[src/rtl/csa_nibble_seq_ctrl.sv]
// Sequential WIDTH-bit adder that reuses one 4-bit carry-select slice, LSB nibble first.
// The carry between nibbles is registered. Requests and results use valid/ready handshakes.
module csa_nibble_seq_ctrl #(
    parameter int unsigned WIDTH = 16
) (
    input  logic             clk,
    input  logic             rst,
    input  logic             in_valid,
    output logic             in_ready,
    input  logic [WIDTH-1:0] a,
    input  logic [WIDTH-1:0] b,
    input  logic             cin,
    output logic             out_valid,
    input  logic             out_ready,
    output logic [WIDTH-1:0] sum,
    output logic             cout,
    output logic             busy
);

    localparam int unsigned NIB = WIDTH / 4;
    localparam int unsigned IdxW = (NIB > 1) ? $clog2(NIB) : 1;
    localparam logic [IdxW-1:0] LastIdx = IdxW'(NIB - 1);

    typedef enum logic [1:0] {StIdle, StRun, StDone} state_e;

    state_e           state_q;
    logic [IdxW-1:0]  idx_q;
    logic             carry_q;
    logic [WIDTH-1:0] a_q, b_q, acc_q, sum_q;
    logic             cout_q, out_valid_q, in_ready_q, busy_q;

    logic [4:0] sel0, sel1, slice;

    // Both carry candidates are computed up front; the registered carry only picks one.
    always_comb begin
        sel0  = {1'b0, a_q[3:0]} + {1'b0, b_q[3:0]};
        sel1  = {1'b0, a_q[3:0]} + {1'b0, b_q[3:0]} + 5'd1;
        slice = carry_q ? sel1 : sel0;
    end

    always_ff @(posedge clk) begin
        if (rst) begin
            state_q     <= StIdle;
            idx_q       <= '0;
            carry_q     <= 1'b0;
            a_q         <= '0;
            b_q         <= '0;
            acc_q       <= '0;
            sum_q       <= '0;
            cout_q      <= 1'b0;
            out_valid_q <= 1'b0;
            in_ready_q  <= 1'b0;
            busy_q      <= 1'b0;
        end else begin
            case (state_q)
                StIdle: begin
                    in_ready_q <= 1'b1;
                    busy_q     <= 1'b0;
                    if (in_valid && in_ready_q) begin
                        a_q        <= a;
                        b_q        <= b;
                        carry_q    <= cin;
                        idx_q      <= '0;
                        state_q    <= StRun;
                        in_ready_q <= 1'b0;
                        busy_q     <= 1'b1;
                    end
                end
                StRun: begin
                    // Operands shift down so the slice always sees the current nibble at [3:0].
                    a_q     <= a_q >> 4;
                    b_q     <= b_q >> 4;
                    acc_q   <= {slice[3:0], acc_q[WIDTH-1:4]};
                    carry_q <= slice[4];
                    idx_q   <= idx_q + IdxW'(1);
                    if (idx_q == LastIdx) begin
                        sum_q       <= {slice[3:0], acc_q[WIDTH-1:4]};
                        cout_q      <= slice[4];
                        out_valid_q <= 1'b1;
                        state_q     <= StDone;
                    end
                end
                StDone: begin
                    if (out_ready) begin
                        out_valid_q <= 1'b0;
                        busy_q      <= 1'b0;
                        in_ready_q  <= 1'b1;
                        state_q     <= StIdle;
                    end
                end
                default: begin
                    state_q     <= StIdle;
                    out_valid_q <= 1'b0;
                    in_ready_q  <= 1'b0;
                    busy_q      <= 1'b0;
                end
            endcase
        end
    end

    assign in_ready  = in_ready_q;
    assign out_valid = out_valid_q;
    assign sum       = sum_q;
    assign cout      = cout_q;
    assign busy      = busy_q;

endmodule

[config.mk]
export PLATFORM = sky130hd
export DESIGN_NAME = csa_nibble_seq_ctrl
export DESIGN_NICKNAME = d
export VERILOG_FILES = /design/src/rtl/csa_nibble_seq_ctrl.sv
export SDC_FILE = /design/constraint.sdc
export NUM_CORES = 1
export LEC_CHECK = 0
export BUFFER_PORTS_ARGS = -buffer_cell sky130_fd_sc_hd__buf_2
export CAP_MARGIN = 20
export CORE_ASPECT_RATIO = 1.25
export CORE_UTILIZATION = 46
export DETAILED_ROUTE_END_ITERATION = 8
export GPL_ROUTABILITY_DRIVEN = 1
export PLACE_DENSITY = 0.76
export SLEW_MARGIN = 20
export SYNTH_ARGS = -nofsm -noshare
export SYNTH_HDL_FRONTEND = slang
export SYNTH_SLANG_ARGS = --single-unit
[constraint.sdc]
create_clock -name clk -period 2.3 [get_ports clk]
set_input_delay 0.46 -clock clk [delete_from_list [all_inputs] [get_ports clk]]
set_output_delay 0.46 -clock clk [all_outputs]
set_load 0.05 [all_outputs]
==> impl_results.md, run 1 <==
- Min setup slack post-route: 0.0822 ns
- Initial antenna violation count: 0
- Num rows: 31
- Syn. warnings: 0
- Max Cap Violations: 0
- Synthesis-to-finish area growth: 21.0%
- Prevailing post-synth register cell: dfxtp_1
- Slew Limit Fails: 0
- First-pass GRT wire length: 10200 um
- Top cells by instance count after synthesis: 90 x nand2_1, 69 x dfxtp_1, 50 x nor2_1, 26 x a21oi_1, 25 x a311oi_1
- Die W: 72.8 um
- CTS Hold Bufs: 0
- Yosys cell types: 38
- Finished layout cell area: 0.00349 mm2
- Mean Syn Cell Area: 8.10 um2
- Status: finished, final reports clean
- Worst path arrival time: 2.45 ns
- PortBufs: 56
- Die Span Y: 90.5 um
- Critical path fanouts, max: 3
- Antenna-violating nets left: 0
- Crit Path Category: register to register
- RePlAce Congestion: 0.854
- CP Cell Sequence: ha_2 -> inv_1 -> fa_1 -> inv_1 -> ha_2 -> nand2_2 -> a2111oi_4 -> buf_4 -> or2_1 -> o211a_1
- Final hold violations: 0
- Final setup violation count: 0
- Leakage: 1.40 nW
- Post-synthesis async set-or-reset flop share: 0
- Synth top area share: 0.479
- Layout cells sized above 1: 0.222
- Hold_ws: 0.357 ns
- Slowest cell on crit path: fa_1
- Most frequent cell after synthesis: nand2_1
- Cell taking the most area after synthesis: dfxtp_1
- Longest Clk Path Bufs: 2
- CTS Root Cell: clkbuf_8
- Clk pwr share: 0.375
- Seq/Total Area, Yosys: 0.479
- Slowest stage delay, CP: 0.52 ns
- Period Utilization, post-route: 0.964
- Wirelength, routed: 6200 um
- Setup TNS: 0 ns
- Vias in the first global route: 2272
- #FFs+latches synth: 69
- Drt via density: 5.23
- Total number of vias: 2574
- Fmax: 451 MHz
- H-tree depth: 3
- TritonRoute pass-1 iters: 4
- Synth Cell Area: 0.00289 mm2
- Worst VDD drop: 0.000466 V
- Fin crit period: 2.22 ns
- Combinational power share: 0.146
- Clock tree from TritonCTS: done
- HPWL Detailed: 4220 um
- Core Region: 0.00593 mm2
- Mapped Nets: 400
- Net Sw Frac: 0.254
- Die Footprint: 0.00659 mm2
- Post-synth EDFFs: 0
- Clock transition at path regs: 0.07 ns
- Crit start category: register
- DR iter-0 viols: 117
- Max Clock Skew: 0.00550 ns
- All-layer global routing usage: 0.200
- Slew @ Worst Pin: 0.456 ns
- Power density cells: 788 mW/mm2
- Ports: 57
- Drc violations: 0
- Cell Area, Placed: 0.00324 mm2
- Sequential share of power: 0.479
- Setup WS pre-CTS: -0.128 ns
- Mapped Cells: 356
- Slew headroom: 0.696
- Diodes inserted: 0
- Worst Path Required: 2.53 ns
- Clk_lat worst skew: 0.34 ns
- Effective utilization at floorplan: 0.486
- Int Pwr: 0.00205 W
- Nets: 452
- Clock sinks: 69
- Total gr overflow: 0
- Top post-synthesis cells by area: dfxtp_1 48%, nand2_1 12%, a311oi_1 7.6%, nor2_1 6.5%, a21oi_1 4.5%
- Largest net degree at the start of global routing: 51
- Crit. End Element: register
- Routed len/inst: 12.6 um
- Layout Utilization: 0.588
- Net Sw Power: 0.000697 W
- TritonCTS buffer count: 9
- Hold crit path type: input pin to register
## stage by stage
stage          total power [W]  std cells
5_1_grt                0.00289        492
2_1_floorplan          0.00162        356
4_1_cts                0.00275        491
6_report               0.00275        492
3_5_place_dp           0.00172        478
3_3_place_gp           0.00171        478
## worst max-delay path, delay by kind of cell (launching register included)
kind / cells / cell delay, ns
fa+ha+maj: 3 / 0.90
compound gates: 2 / 0.27
flops: 1 / 0.33
simple gates: 2 / 0.35
buf+inv: 3 / 0.27
## area by class of cell
type,instances,area (um2)
repair buffers,68,370
clock buffers,11,141
inverters,7,26.3
well taps,82,103
multi-input cells,253,1410
flip-flops and latches,69,1380
fillers,545,2440
clock inverters,2,60.1
## what timing repair did
item / in CTS / in global routing
buffers inserted: 0 / 1
pin swaps: 0 / 3
hold endpoints to repair: 0 / 0
setup endpoints to repair: 2 / 2
resized for setup: 3 / 7
## flip-flops by register name, indices dropped and copies added (netlist names)
signal and cells:
a_q 16, acc_q 12, b_q 16, busy 1
carry_q 1, cout 1, idx_q 2, in_ready 1
out_valid 1, state_q 2, sum 16
## layout by cell type (no fill, tap or decap), drive strengths merged
master,instances
a31oi,1
a211oi,8
buf,68
nor4bb,1
a2111oi,3
ha,6
o211a,1
nand3,4
clkbuf,11
nand3b,1
fa,1
a22oi,9
inv,7
a21oi,26
a21o,1
a21boi,1
o221a,1
and2,2
o21a,2
o221ai,1
dfxtp,69
nand2b,1
xnor2,2
o2111ai,1
xor2,1
a311oi,25
nor2b,3
o21ai,5
nand2,90
o211ai,1
or2,2
nor2,50
o21bai,1
bufinv,2
nor3,1
or3,1
## kinds of logic after synthesis
kind of cell,share of synthesized area
flip-flops,0.479
buffers and inverters,0.0486
AND/OR/NAND/NOR,0.216
XOR/XNOR,0.00911
adder cells (fa/ha/maj),0.0330
AO/OA/AOI/OAI,0.214
## metal layers
metal,GRT usage,vias up,wire length (um)
li1,-,1328,-
met1,0.248,1168,2770
met2,0.329,65,3100
met3,0.0301,13,188
met4,0.108,0,140
met5,0,-,0
## power by group through the flow
stage	logic, W	registers (W)	clock network (W)
floorplan	0.000280	0.00134	0
global placement	0.000366	0.00134	0
detailed placement	0.000372	0.00134	0
CTS	0.000378	0.00132	0.00105
global route	0.000452	0.00133	0.00111
finish	0.000401	0.00132	0.00103
## worst paths after layout
kind                            start                   end  slack [ns]  cells past startpoint
hold reg to reg   sum[5]$_SDFFE_PP0P_   sum[5]$_SDFFE_PP0P_        0.45                      2
setup reg to reg  b_q[0]$_SDFFE_PP0P_  carry_q$_SDFFE_PP0P_        0.08                     10
setup / recovery  b_q[0]$_SDFFE_PP0P_  carry_q$_SDFFE_PP0P_        0.08                     10
hold / removal                  a[14]  a_q[14]$_SDFFE_PP0P_        0.36                      3
Power figures use the tool's default switching activity.
==> run 2, diff against run 1 <==
--- a/config.mk
+++ b/config.mk
@@ -8,10 +8,10 @@
 export BUFFER_PORTS_ARGS = -buffer_cell sky130_fd_sc_hd__buf_2
 export CAP_MARGIN = 20
 export CORE_ASPECT_RATIO = 1.25
-export CORE_UTILIZATION = 46
+export CORE_UTILIZATION = 49
 export DETAILED_ROUTE_END_ITERATION = 8
 export GPL_ROUTABILITY_DRIVEN = 1
-export PLACE_DENSITY = 0.76
+export PLACE_DENSITY = 0.8
 export SLEW_MARGIN = 20
 export SYNTH_ARGS = -nofsm -noshare
 export SYNTH_HDL_FRONTEND = slang
==> constraint.sdc (replaced) <==
create_clock -name clk -period 2.3 [get_ports clk]
set_input_delay 0.46 -clock clk [delete_from_list [all_inputs] [get_ports clk]]
set_output_delay 0.46 -clock clk [all_outputs]
set_load 0.005 [all_outputs]
==> run 2 against run 1 <==
The flow now finishes with violations (design-rule violations). Critical path depth is the same. Worst hold slack gained 0.0042 ns. Combinational power is essentially flat. Clock skew grew 0.0029 ns. Sequential cell count is the same. Utilization grew 3.0 points. Fmax shrank 1.9%. Die area shrank 6.0%. Routed wire length grew 3.3%. Sequential power is essentially flat. Via count grew 2.2%. Largest cell class unchanged.
==> impl_results.md, run 2 (synthesized netlist as in run 1, its figures left out) <==
- Critical path fanouts, max: 3 (unchanged)
- HPWL Detailed: 4190 um (-0.67%)
- Power density cells: 735 mW/mm2 (-6.7%)
- CP Buf/Inv Count: 3 (unchanged)
- Fin crit period: 2.26 ns (+0.0428 ns)
- Core Region: 0.00556 mm2 (-6.4%)
- CP delay by family, top: adder cells
- Longest Clk Path Bufs: 2 (unchanged)
- Ports: 57 (unchanged)
- Cells on Worst Hold Path: 3 (unchanged)
- Period Utilization, post-route: 0.983 (+0.0186)
- Worst VDD drop: 0.000455 V (-2.4%)
- RR Endpoint: carry_q$_SDFFE_PP0P_
- H-tree depth: 3 (unchanged)
- Total number of vias: 2630 (+2.2%)
- Slowest stage delay, CP: 0.50 ns (-0.02 ns)
- Worst Path Required: 2.53 ns (about the same)
- Wirelength, routed: 6400 um (+3.3%)
- Multi-input combinational cell area: 0.00142 mm2 (+0.71%)
- Worst R2R Setup Slack: 0.04 ns (-0.04 ns)
- Status: finished, violations left
- Vias in the first global route: 2314 (+1.8%)
- Antenna-violating nets left: 0 (unchanged)
- Layout Cells excl Fill: 473 (-3.9%)
- Most common cell after layout, fill and taps aside: nand2_1
- Hold_ws: 0.362 ns (+0.00421 ns)
- Fmax: 442 MHz (-1.9%)
- DR iter-0 viols: 186 (+59%)
- Max Cap Violations: 0 (unchanged)
- Failing checks: design-rule violations
- Slew headroom: 0.547 (-0.149)
- CTS Hold Bufs: 0 (unchanged)
- Clock tree from TritonCTS: done
- Drt via density: 5.56 (+6.3%)
- Crit. End Element: register
- Max Clock Skew: 0.00845 ns (+0.00295 ns)
- Slew Limit Fails: 0 (unchanged)
- Die Span Y: 87.8 um (-3.0%)
- Cell repeated most along the worst path: inv_1
- Final hold violations: 0 (unchanged)
- Most frequent cells in the layout: 89 x nand2_1, 67 x dfxtp_1, 56 x buf_2, 49 x nor2_1, 26 x a21oi_1
- Largest net degree at the start of global routing: 50 (-2.0%)
- Synthesis-to-finish area growth: 19.2%
- PortBufs: 56 (unchanged)
- Drc violations: 10 (+10)
- Clk_lat worst skew: 0.34 ns (about the same)
- Placed insts: 458 (-4.2%)
- TritonCTS buffer count: 9 (unchanged)
- R2R Path Start: a_q[0]$_SDFFE_PP0P_
- Slowest cell on crit path: fa_1
- Die W: 70.6 um (-3.0%)
- First-pass GRT wire length: 10400 um (+1.8%)
- TritonRoute pass-1 iters: 7 (+3)
- Worst hold path startpoint: a[12]
- Num rows: 30 (-3.2%)
- All-layer global routing usage: 0.216 (+0.0154)
- Die Footprint: 0.00620 mm2 (-6.0%)
- Total gr overflow: 0 (unchanged)
- Routed len/inst: 13.5 um (+7.4%)
- FF+latch area: 0.00138 mm2 (about the same)
- Crit start category: register
- CP Cell Sequence: ha_4 -> inv_1 -> fa_1 -> inv_1 -> ha_2 -> nand3_1 -> a2111oi_2 -> buf_4 -> o221ai_1 -> o211a_1
- Leakage: 1.38 nW (-1.6%)
- Nets: 451 (-0.22%)
- Cell Area, Placed: 0.00322 mm2 (-0.77%)
- Final setup violation count: 0 (unchanged)
- RePlAce Congestion: 0.846 (-0.94%)
- WHS Endpoint: a_q[12]$_SDFFE_PP0P_
- Hold crit path type: input pin to register
- Worst path arrival time: 2.49 ns (+0.04 ns)
- Finished layout cell area: 0.00344 mm2 (-1.5%)
- Clock sinks: 69 (unchanged)
- CTS Root Cell: clkbuf_8
- Pwr Total: 0.00253 W (-8.1%)
- Layout cells sized above 1: 0.222 (+0.000543)
- Setup TNS: 0 ns (unchanged)
- Crit Path Category: register to register
- Fillers: 503 (-7.7%)
- Clock transition at path regs: 0.07 ns (about the same)
- Initial antenna violation count: 0 (unchanged)
- Effective utilization at floorplan: 0.519 (+0.0332)
- Diodes inserted: 0 (unchanged)
- Slew @ Worst Pin: 0.679 ns (+0.223 ns)
- Reg2reg path depth: 10 (unchanged)
-- run 2: worst max-delay path by stage --
stage	startpoint	to	slack, ns	cells past startpoint
after detailed placement	a_q[0]$_SDFFE_PP0P_	carry_q$_SDFFE_PP0P_	-0.19	10
after global placement	a_q[0]$_SDFFE_PP0P_	carry_q$_SDFFE_PP0P_	0.02	10
after floorplan	a_q[0]$_SDFFE_PP0P_	carry_q$_SDFFE_PP0P_	0.06	9
after global routing	a_q[0]$_SDFFE_PP0P_	carry_q$_SDFFE_PP0P_	-0.07	10
final	a_q[0]$_SDFFE_PP0P_	carry_q$_SDFFE_PP0P_	0.04	10
after CTS	a_q[0]$_SDFFE_PP0P_	carry_q$_SDFFE_PP0P_	0.01	10
-- run 2: layer usage --
| metal | vias up | global-route usage | part of all wire |
|---|---|---|---|
| met5 | - | 0 | 0 |
| met4 | 0 | 0.127 | 0.029 |
| met3 | 20 | 0.0426 | 0.045 |
| met2 | 89 | 0.361 | 0.49 |
| met1 | 1187 | 0.260 | 0.43 |
| li1 | 1334 | - | - |
-- run 2: where the power goes --
group / leakage, nW / switching, W / internal, W
Sequential: 0.564 / 0.0000498 / 0.00127
Clock: 0.0771 / 0.000407 / 0.000401
Combinational: 0.739 / 0.000236 / 0.000165
Total: 1.38 / 0.000692 / 0.00184
-- run 2: through the flow --
stage / util / setup slack [ns]
3_3_place_gp: 0.579 / 0.0237
2_1_floorplan: - / 0.0553
6_report: 0.619 / 0.0395
4_1_cts: 0.612 / 0.0107
5_1_grt: 0.619 / -0.0670
3_5_place_dp: 0.579 / -0.191
-- run 2: final cells by class --
cell class                 count  area share
multi-input combinational    253       0.413
sequential                    69       0.402
timing repair buffer          67       0.109
clock buffer                  11      0.0411
tap                           64      0.0233
inverter                       7     0.00764
clock inverter                 2     0.00364
-- run 2: repair_timing --
action,4_1_cts,5_1_grt
setup endpoints to repair,2,4
buffers inserted,0,2
gates resized for setup,6,6
endpoints found under the hold margin,0,0
pin swaps,0,3
-- run 2: worst register-to-register path, stage by stage, from the launching register on --
cell and delay (ns):
dfxtp_2 0.36, ha_4 0.14, inv_1 0.05, fa_1 0.50
inv_1 0.08, ha_2 0.18, nand3_1 0.10, a2111oi_2 0.24
buf_4 0.19, o221ai_1 0.14, o211a_1 0.17
